### src/rtl/img_pkg.sv
// Shared types and defaults for the TFT image-window read path.
package img_pkg;

    localparam int IMG_W      = 200;
    localparam int IMG_H      = 200;
    localparam int IMG_PIXELS = IMG_W * IMG_H;

    typedef logic [15:0] rgb565_t;

    localparam rgb565_t BG_COLOR = 16'h0000;

    typedef enum logic {WAIT = 1'b0, SHOW = 1'b1} state_t;

    // True when coordinate c lies in [lo, hi) and inside the active area (c < lim).
    function automatic logic in_span(input logic [11:0] c, input logic [12:0] lo,
                                     input logic [12:0] hi, input logic [12:0] lim);
        return ({1'b0, c} >= lo) && ({1'b0, c} < hi) && ({1'b0, c} < lim);
    endfunction

endpackage

### src/rtl/img_pipe_dly.sv
// Fixed-depth shift register that carries request flags alongside the RAM read latency.
module img_pipe_dly #(
    parameter int DEPTH = 1,
    parameter int WIDTH = 2
) (
    input  logic             Clk,
    input  logic             Reset_n,
    input  logic [WIDTH-1:0] i_d,
    output logic [WIDTH-1:0] o_q
);

    logic [DEPTH-1:0][WIDTH-1:0] r_sr;

    always_ff @(posedge Clk or negedge Reset_n) begin
        if (!Reset_n) begin
            r_sr <= '0;
        end else begin
            r_sr[0] <= i_d;
            for (int i = 1; i < DEPTH; i++)
                r_sr[i] <= r_sr[i-1];
        end
    end

    assign o_q = r_sr[DEPTH-1];

endmodule

### src/rtl/img_ram_rd_tft.sv
// Maps TFT pixel requests onto frame-RAM reads for an image window; background elsewhere.
module img_ram_rd_tft
    import img_pkg::*;
#(
    parameter int      H_DISP   = 800,
    parameter int      V_DISP   = 480,
    parameter int      IMG_W    = img_pkg::IMG_W,
    parameter int      IMG_H    = img_pkg::IMG_H,
    parameter int      IMG_X0   = 300,
    parameter int      IMG_Y0   = 140,
    parameter int      RD_LAT   = 1,
    parameter rgb565_t BG_COLOR = img_pkg::BG_COLOR
) (
    input  logic        Clk,
    input  logic        Reset_n,
    input  logic        ram_wr_en,
    input  logic [15:0] ram_wr_addr,
    input  logic        frame_clr,
    input  logic        data_req,
    input  logic [11:0] hcount,
    input  logic [11:0] vcount,
    output logic        ram_rd_en,
    output logic [15:0] ram_rd_addr,
    input  logic [15:0] ram_rd_data,
    output logic [15:0] disp_data,
    output logic        disp_valid,
    output logic        frame_ready
);

    localparam logic [15:0] LAST_ADDR = 16'(IMG_W * IMG_H - 1);
    localparam logic [12:0] X_LO  = 13'(IMG_X0);
    localparam logic [12:0] X_HI  = 13'(IMG_X0 + IMG_W);
    localparam logic [12:0] Y_LO  = 13'(IMG_Y0);
    localparam logic [12:0] Y_HI  = 13'(IMG_Y0 + IMG_H);
    localparam logic [12:0] H_LIM = 13'(H_DISP);
    localparam logic [12:0] V_LIM = 13'(V_DISP);

    state_t      r_state;
    logic        r_loaded;
    logic [15:0] r_cnt;
    logic        r_req0;

    state_t      w_nxt;
    logic        w_origin;
    logic        w_in_win;
    logic        w_show;
    logic [15:0] w_addr;
    logic [1:0]  w_dly;

    assign w_origin = data_req && (hcount == 12'd0) && (vcount == 12'd0);
    assign w_in_win = in_span(hcount, X_LO, X_HI, H_LIM) && in_span(vcount, Y_LO, Y_HI, V_LIM);

    // A loaded frame only goes live at the frame origin so a scan never mixes two images.
    always_comb begin
        w_nxt = r_state;
        case (r_state)
            WAIT:    if (r_loaded && w_origin && !frame_clr) w_nxt = SHOW;
            SHOW:    if (frame_clr) w_nxt = WAIT;
            default: w_nxt = WAIT;
        endcase
    end

    assign w_show = data_req && w_in_win && (w_nxt == SHOW);
    assign w_addr = w_origin ? 16'd0 : r_cnt;

    always_ff @(posedge Clk or negedge Reset_n) begin
        if (!Reset_n) begin
            r_state     <= WAIT;
            frame_ready <= 1'b0;
            r_loaded    <= 1'b0;
            r_cnt       <= '0;
            r_req0      <= 1'b0;
            ram_rd_en   <= 1'b0;
            ram_rd_addr <= '0;
        end else begin
            r_state     <= w_nxt;
            frame_ready <= (w_nxt == SHOW);
            if (frame_clr)
                r_loaded <= 1'b0;
            else if (ram_wr_en && (ram_wr_addr == LAST_ADDR))
                r_loaded <= 1'b1;
            r_req0    <= data_req;
            ram_rd_en <= w_show;
            if (w_show) begin
                ram_rd_addr <= w_addr;
                r_cnt       <= (w_addr == LAST_ADDR) ? w_addr : w_addr + 16'd1;
            end else if (w_origin) begin
                r_cnt <= '0;
            end
        end
    end

    img_pipe_dly #(
        .DEPTH (RD_LAT),
        .WIDTH (2)
    ) u_dly (
        .Clk     (Clk),
        .Reset_n (Reset_n),
        .i_d     ({r_req0, ram_rd_en}),
        .o_q     (w_dly)
    );

    // Reads already in flight when the frame is cleared still return, but are masked here.
    assign disp_valid = w_dly[1];
    assign disp_data  = (w_dly[0] && (r_state == SHOW)) ? ram_rd_data : BG_COLOR;

endmodule

### config.mk
export PLATFORM = sky130hd
export DESIGN_NAME = img_ram_rd_tft
export DESIGN_NICKNAME = d
export VERILOG_FILES = /design/src/rtl/img_pkg.sv /design/src/rtl/img_pipe_dly.sv /design/src/rtl/img_ram_rd_tft.sv
export SDC_FILE = /design/constraint.sdc
export NUM_CORES = 1
export LEC_CHECK = 0
export BUFFER_PORTS_ARGS = -buffer_cell sky130_fd_sc_hd__buf_4
export CAP_MARGIN = 20
export CORE_UTILIZATION = 44
export DETAILED_ROUTE_END_ITERATION = 8
export PLACE_DENSITY = 0.85
export SKIP_CTS_REPAIR_TIMING = 1
export SLEW_MARGIN = 20
export SYNTH_ARGS = -nofsm -noshare
export SYNTH_HDL_FRONTEND = slang
export SYNTH_SLANG_ARGS = --single-unit
### constraint.sdc
create_clock -name Clk -period 3.65 [get_ports Clk]
set_input_delay 0.365 -clock Clk [delete_from_list [all_inputs] [get_ports Clk]]
set_output_delay 0.365 -clock Clk [all_outputs]
set_load 0.05 [all_outputs]
==> Yosys cells after proc, flatten, opt, wreduce, memory -nomap -nowiden <==
Index checks and enable logic that the tools add are counted.
{ "op_classes": {"bitwise_logic": 1, "order_cmp": 6, "n_eq_ne": 2, "n_reduce_logical": 17, "n_mux": 9, "addsub": 1} }
{ "op_table": {"columns": ["operator", "n"], "rows": [
  ["$mux W16", 4],
  ["$lt A12 B9 Y1 const B", 3],
  ["$eq A16 B16 Y1 const B", 2],
  ["$logic_not A12 Y1", 2],
  ["$add A16 B1 Y16 const B", 1],
  ["$logic_and A1 B1 Y1", 13],
  ["$ge A12 B8 Y1 const B", 1],
  ["$ge A12 B9 Y1 const B", 1],
  ["$lt A12 B10 Y1 const B", 1],
  ["$mux W1", 4],
  ["$pmux W1 S2", 1],
  ["$reduce_bool A2 Y1", 1],
  ["$logic_not A1 Y1", 1],
  ["$not A1 Y1", 1]
]} }
{ "totals": {"reg_bits": 38, "out_inout_bits": 35} }

==> Logic depth before layout (Yosys ltp) <==
Gate-level depths: netlist (run 1).
{ "depth": {"ltp_word": 9, "depth_mapped": 12, "depth_no_buf": 11} }

==> Cells and area by module <==
A second synthesis (run 1) with hierarchy kept.
{ "hier_totals": {"cells_unflattened": 217, "area_unflattened_um2": 2013.2} }
{ "by_module_without_submodules": {"columns": ["module", "n_inst", "area_per_inst_um2", "cells_per_inst", "seq_area_each_um2"], "rows": [
  ["img_ram_rd_tft", 1, 1963.1, 215, 900.9],
  ["img_pipe_dly", 1, 50.0, 2, 50.0]
]} }

==> Least setup slack after synthesis (run 1) <==
Ideal clock, no wire load.
{ "synth_path": {"kind": "input-to-reg", "from": "input hcount[10]", "to": "register r_cnt[3]", "cell_stages": 10, "t_required_ps": 3573, "t_arrival_ps": 2800, "path_buffers": 1, "slack_ps": 772, "cell_sequence": "nor4b_1 -> nand4_1 -> or3_1 -> clkbuf_1 -> and2_1 -> ha_1 -> and3_1 -> and2_1 -> or4_1 -> a21oi_1"} }
{ "synth_between": {"word_cells_on_any_way": 20} }
{ "synth_lines": {"columns": ["element", "line_no", "text"], "rows": [
  ["from (decl)", "img_ram_rd_tft.sv:20", "input logic [11:0] hcount,"],
  ["$logic_not A12 Y1 (*)", "img_ram_rd_tft.sv:50", "assign w_origin = data_req && (hcount == 12'd0) && (vcount == 12'd0);"],
  ["$logic_and A1 B1 Y1 (*) (2 in series)", "img_ram_rd_tft.sv:50", null],
  ["$mux W16 (*)", null, null],
  ["named net w_addr[1]", "img_ram_rd_tft.sv:47", "logic [15:0] w_addr;"],
  ["$add A16 B1 Y16 / $eq A16 B16 Y1 (equally long branches)", "img_ram_rd_tft.sv:86", "r_cnt <= (w_addr == LAST_ADDR) ? w_addr : w_addr + 16'd1;"],
  ["$mux W16 (*)", "img_ram_rd_tft.sv:86", null],
  ["$mux W16 (*)", "img_ram_rd_tft.sv:84", "if (w_show) begin"],
  ["to (signal assigned)", "img_ram_rd_tft.sv:86", null],
  ["to (decl)", "img_ram_rd_tft.sv:40", "logic [15:0] r_cnt;"]
]} }
The timed path passes the listed nets; every way through them passes the cells marked *.
A chain may end at the register's enable or synchronous reset.

==> Worst setup path after layout (run 1) <==
Ends and elaborated chain as after synthesis.

==> metrics.yaml, run 1 <==
critical_path:
  max_stage_delay_ns: 0.56
  endpoint_kind: "register"
  critPathArrivalTime_ns: 3.18
  crit_slowest_cell: "or3_1"
  path_delay_family: "simple AND/OR/NAND/NOR gates"
  critPathLaunch: "hcount[10]"
  crit_end: "r_cnt[3]"
  cp_num_buf_inv: 1
  r2r_cells: 5
  start_kind: "input port"
  cp_cell_sequence: "buf_4 -> nor4b_1 -> nand4_1 -> or3_1 -> and2_1 -> ha_1 -> and3_1 -> and2_1 -> or4_1 -> a21oi_1"
  reg2reg_from: "r_loaded"
  rrSetupSlack_ns: 1.47
  r2r-end: "r_cnt[3]"
  cp.required_ns: 3.86
  crit_top_cell: "and2_1"
  crit_fanout: 10
  crit_type: "in -> reg"
  crit_cells: 10
finish:
  post-route-cell-area_mm2: 0.002821
  n_antenna_cell: 0
  drive_above_1_share_pct: 35.78
  syn_to_final_growth_pct: 40.94
  nets: 375
  utilization_pct: 64.80
floorplanning:
  rows: 24
  die-area_mm2: 0.004823
  dieWidth_um: 69.45
  initial_core_util_pct: 45.98
  die_h_um: 69.45
  ios: 96
  core_area_mm2: 0.004354
sta:
  fin_tns_setup_ns: 0
  fin_skew_ns: 0.001789
  fin_crit_sh_pct: 81.34
  setup_violations: 0
  max_slew.worst_pin.slew_ns: 0.5542
  maxSlewHeadroom_pct: 62.96
  min_period_ns: 2.969
  slew_violations: 0
  rsz0062_at_grt: "false"
  hold_viol: 0
  fmax_mhz: 336.8
logic_synthesis:
  yosysSeqAreaShare_pct: 47.50
  ys_ff_latch: 38
  synth_area_leaders: "dfrtp_1 (48%), nand2_1 (7.9%), and3_1 (6.9%)"
  synth_compound_area_share_pct: 12.19
  yosys.area_share.simple_pct: 31.06
  synthArstFlopShare_pct: 100.0
  syn_inst: 219
  synth_common_cells: "nand2_1 (42), dfrtp_1 (38), and3_1 (22), o21ai_0 (17), nor2_1 (10)"
  syn-cell-area_mm2: 0.002002
  synth_top_family_by_area: "simple AND/OR/NAND/NOR gates"
  synth_warnings: 0
  synth.mux.area_fraction_pct: 4.188
  syn_area_per_cell_um2: 9.141
  synth_edf_count: 0
  yosys.area_share.adder_pct: 0.6250
  yosysTopAreaCellShare_pct: 47.50
  yosysMostFrequentCell: "nand2_1"
  ys_types: 41
  syn_nets: 281
  synth.largest_area_cell: "dfrtp_1"
  synthXorXnorAreaFrac_pct: 0.4375
  synthFlopType: "dfrtp_1"
route:
  vias: 1947
  via_per_inst: 5.334
  wire_per_inst_um: 14.02
  ant_nets: 0
  first_pass_iters: 4
  drtIter0Drc: 135
  wl_um: 5118
  drc: 0
grt:
  grtUsageTotal_pct: 21.86
  grt_pass1_wl_um: 8473
  grt_max_degree: 39
  antenna_found_initial: 0
  grt_pass1_vias: 1883
  grt-ovfl-total: 0
placed_design:
  placed_area_mm2: 0.002745
  io_buffers: 95
  detailed_place_hpwl_um: 3991
  gp_congestion: 0.9423
clocking:
  clock_sinks: 38
  cts_tree: "yes"
  clk_latency_ns: 0.29
  clock_path_buffers: 2
  clkTransAtPathRegs_ns: 0.07
  cts-buffers-inserted: 5
  cts_max_level: 2
  cts_root_buf: "clkbuf_8"
status:
  status: "completed"
power:
  ir_drop_mv: 0.2338
  power_density_mw_per_mm2: 269.6
  p_leak_uw: 0.001450
flow_run:
  drv_cap: 0
worst_hold_path:
  hold_path.class: "in -> async"
[registers in the layout, summed over array words and instances (netlist names)]
register	count
u_dly.o_q	2
ram_rd_en	1
ram_rd_addr	16
r_req0	1
r_state	1
r_cnt	16
r_loaded	1
[area by class of cell]
cell class | instances | area, um2
Clock buffer | 7 | 76.32
Fill cell | 371 | 1533
Inverter | 8 | 30.03
Multi-Input combinational cell | 163 | 970.9
Sequential cell | 38 | 950.9
Tap cell | 52 | 65.06
Timing Repair Buffer | 97 | 728.2
[where the power goes]
part	switching [uW]	internal, uW
Sequential	0.297	422
Clock	135	131
Combinational	26.4	45.7
[routing by layer]
layer	routed length [um]	vias up	GRT usage [%]
met1	2311	914	29.47
met5	0	-	0
li1	-	973	-
met4	100	0	9.070
met3	192	12	3.924
met2	2514	48	34.74
[worst min path at each step]
| stage | start | end | slack [ns] | depth (start not counted) |
|---|---|---|---|---|
| 2_1_floorplan | Reset_n | r_cnt[0] | 0.07 | 0 |
| 3_3_place_gp | r_req0 | u_dly.o_q[1] | 0.33 | 0 |
| 3_5_place_dp | r_req0 | u_dly.o_q[1] | 0.34 | 0 |
| 4_1_cts | Reset_n | ram_rd_addr[13] | 0.05 | 1 |
| 5_1_grt | Reset_n | ram_rd_addr[13] | 0.06 | 1 |
| 6_report | Reset_n | ram_rd_addr[13] | 0.03 | 1 |
[worst reg2reg max path, stage by stage (launching register included)]
cell	delay, ns
dfrtp_1	0.35
or3b_4	0.39
o32ai_4	0.25
nand2_2	0.35
or4_1	0.62
a21oi_1	0.15
[metrics by stage]
step	total power, uW	instances	worst slack, ns	hold WS, ns
4_1_cts	765.7	365	0.6880	0.04756
6_report	760.7	365	0.6812	0.02799
3_5_place_dp	503.3	358	0.3909	0.3401
2_1_floorplan	440.4	219	0.7721	0.06941
5_1_grt	794.5	365	0.5271	0.05981
3_3_place_gp	501.7	358	0.4827	0.3346
[cells in the final DEF (no fill, tap or decap), types with 3 or more instances in the layout]
cell,n
mux2i_1,5
nand2_1,42
inv_1,8
clkbuf_8,5
or3_1,5
a21oi_1,6
dfrtp_1,38
or4_1,4
nand3_1,5
nand4_1,6
nor2_1,10
nor4_1,3
o21ai_0,17
nor3_1,3
nand2b_1,3
buf_4,97
and3_1,22
mux2_2,3
o31ai_1,3
[cells by family after synthesis]
logic type               after synthesis
buffers and inverters                 18
multiplexers                           8
AND/OR/NAND/NOR                      116
flip-flops                            38
AO/OA/AOI/OAI                         37
adder cells (fa/ha/maj)                1
XOR/XNOR                               1
Power figures use the tool's default switching activity.
==> inputs of run 2 (changes only) <==
--- a/config.mk
+++ b/config.mk
@@ -7,7 +7,7 @@
 export LEC_CHECK = 0
 export BUFFER_PORTS_ARGS = -buffer_cell sky130_fd_sc_hd__buf_4
 export CAP_MARGIN = 20
-export CORE_UTILIZATION = 44
+export CORE_UTILIZATION = 42
 export DETAILED_ROUTE_END_ITERATION = 8
 export PLACE_DENSITY = 0.85
 export SKIP_CTS_REPAIR_TIMING = 1
==> constraint.sdc (replaced) <==
create_clock -name Clk -period 2.5 [get_ports Clk]
set_input_delay 0.25 -clock Clk [delete_from_list [all_inputs] [get_ports Clk]]
set_output_delay 0.25 -clock Clk [all_outputs]
set_load 0.05 [all_outputs]
==> run 2 against run 1 <==
Combinational power is 50% higher. Utilization up 1.0 points. Sequential power increased by 46%. Power up 46%. Clock power increased by 45%. Largest cell class unchanged. Largest power group unchanged.
==> metrics.yaml, run 2 (same netlist as run 1, synthesis figures left out) <==
status:
  status: "completed"  # unchanged
placed_design:
  placed_area_mm2: 0.002858  # was 0.002745 mm2
  dp_cells: 368  # was 358
  pre_cts_ws_ns: -0.08037  # was 0.3909 ns
  io_buffers: 95  # unchanged
  gp_congestion: 0.9723  # was 0.9423
  detailed_place_hpwl_um: 4109  # was 3991 um
clocking:
  clkTransAtPathRegs_ns: 0.07  # about the same
  cts_max_level: 2  # unchanged
  cts_tree: "yes"  # unchanged
  clock_path_buffers: 2  # unchanged
  cts-buffers-inserted: 5  # unchanged
  cts_root_buf: "clkbuf_8"  # unchanged
  clk_latency_ns: 0.29  # about the same
  clock_sinks: 38  # unchanged
grt:
  grtUsageTotal_pct: 21.03  # was 21.86%
  grt_pass1_vias: 1910  # was 1883
  grt_pass1_wl_um: 8355  # was 8473 um
  grt-ovfl-total: 0  # unchanged
  antenna_found_initial: 0  # unchanged
  grt_max_degree: 39  # unchanged
finish:
  stdcell_count: 376  # was 365
  syn_to_final_growth_pct: 47.06  # was 40.94%
  nets: 386  # was 375
  final_common_cell: "buf_4"  # unchanged
  drive_above_1_share_pct: 39.20  # was 35.78%
  post-route-cell-area_mm2: 0.002944  # was 0.002821 mm2
  utilization_pct: 65.80  # was 64.80%
  n_antenna_cell: 0  # unchanged
  layout_common_cells: "buf_4 (107), nand2_1 (42), dfrtp_1 (38), and3_1 (21), o21ai_0 (17)"  # was buf_4 (97), nand2_1 (42), dfrtp_1 (38), and3_1 (22), o21ai_0 (17)
sta:
  worst_slack_ns: 0.2043  # was 0.6812 ns
  rsz0062_at_grt: "false"  # unchanged
  maxSlewHeadroom_pct: 64.22  # was 62.96%
  min_period_ns: 2.296
  max_slew.worst_pin.slew_ns: 0.5353  # was 0.5542 ns
  fin_skew_ns: 0.003198  # was 0.001789 ns
  fin_tns_setup_ns: 0  # unchanged
  setup_violations: 0  # unchanged
  slew_violations: 0  # unchanged
  fmax_mhz: 435.6
  hold_viol: 0  # unchanged
  fin_crit_sh_pct: 91.83
power:
  ir_drop_mv: 0.2435  # was 0.2338 mV
  p_leak_uw: 0.001504  # was 0.001450 uW
  power_density_mw_per_mm2: 377.6  # was 269.6 mW/mm2
critical_path:
  start_kind: "input port"  # unchanged
  cp_cell_sequence: "buf_4 -> nor3_1 -> nand4_1 -> or3_1 -> nand2_1 -> inv_1 -> ha_4 -> and3_4 -> and2_4 -> or4_1 -> a21oi_1"  # was buf_4 -> nor4b_1 -> nand4_1 -> or3_1 -> and2_1 -> ha_1 -> and3_1 -> and2_1 -> or4_1 -> a21oi_1
  critPathLaunch: "vcount[5]"  # was hcount[10]
  reg2reg_from: "r_loaded"  # unchanged
  endpoint_kind: "register"  # unchanged
  critPathArrivalTime_ns: 2.51  # was 3.18 ns
  rrSetupSlack_ns: 0.46  # was 1.47 ns
  r2r_cells: 6  # was 5
  cp.required_ns: 2.71  # was 3.86 ns
  r2r-end: "r_cnt[8]"  # was r_cnt[3]
  crit_slowest_cell: "or4_1"  # was or3_1
  max_stage_delay_ns: 0.47  # was 0.56 ns
  crit_fanout: 4  # was 10
  crit_type: "in -> reg"  # unchanged
route:
  drc: 0  # unchanged
  wl_um: 5102  # was 5118 um
  first_pass_iters: 6  # was 4
  vias: 2016  # was 1947
  via_per_inst: 5.362  # was 5.334
  ant_nets: 0  # unchanged
  drtIter0Drc: 103  # was 135
  wire_per_inst_um: 13.57  # was 14.02 um
worst_hold_path:
  whs_path_depth: 1
  hold_path.class: "in -> reg"  # was in -> async
  holdPathEnd: "r_req0"
  min_from: "data_req"
flow_run:
  drv_cap: 0  # unchanged
floorplanning:
  initial_core_util_pct: 44.74  # was 45.98%
  die-area_mm2: 0.005047  # was 0.004823 mm2
  dieWidth_um: 71.04  # was 69.45 um
  die_h_um: 71.04  # was 69.45 um
  ios: 96  # unchanged
  core_area_mm2: 0.004474  # was 0.004354 mm2
  rows: 24  # unchanged
-- run 2: layer usage --
layer / track usage, % / routed length, um
met5: 0 / 0
met4: 7.556 / 87
met3: 5.128 / 289
met2: 36.54 / 2624
met1: 25.44 / 2102
-- run 2: final cells by class --
type	count	area, um2
Fill cell	378	1530
Sequential cell	38	950.9
Inverter	8	30.03
Clock buffer	7	76.32
Timing Repair Buffer	108	813.3
Multi-Input combinational cell	163	1008
Tap cell	52	65.06
-- run 2: worst max-delay path, delay by kind of cell --
family / cells / cell delay (ns)
simple gates: 7 / 1.75
buf+inv: 2 / 0.19
fa+ha+maj: 1 / 0.16
compound gates: 1 / 0.15
-- run 2: through the flow --
step	hold slack (ns)	power [uW]
after floorplan	-0.04559	644.0
after global placement	0.2391	732.8
after detailed placement	0.2410	736.4
after CTS	-0.07710	1123
after global routing	0.06476	1161
final	0.08005	1112
-- run 2: how the worst max path moves through the flow --
stage / cells after the start / slack, ns / endpoint
after floorplan: 10 / 0.01 / r_cnt[3]
final: 11 / 0.20 / r_cnt[3]
after CTS: 11 / 0.21 / r_cnt[3]
after detailed placement: 11 / -0.08 / r_cnt[3]
after global routing: 11 / 0.07 / r_cnt[3]
after global placement: 10 / -0.02 / r_cnt[3]
-- run 2: power by group --
group	switching (uW)	internal (uW)	leakage [uW]
combinational	38.9	68.8	0.000944
sequential	0.448	616	0.000521
clock	195	192	0.0000383
total	235	877	0.00150
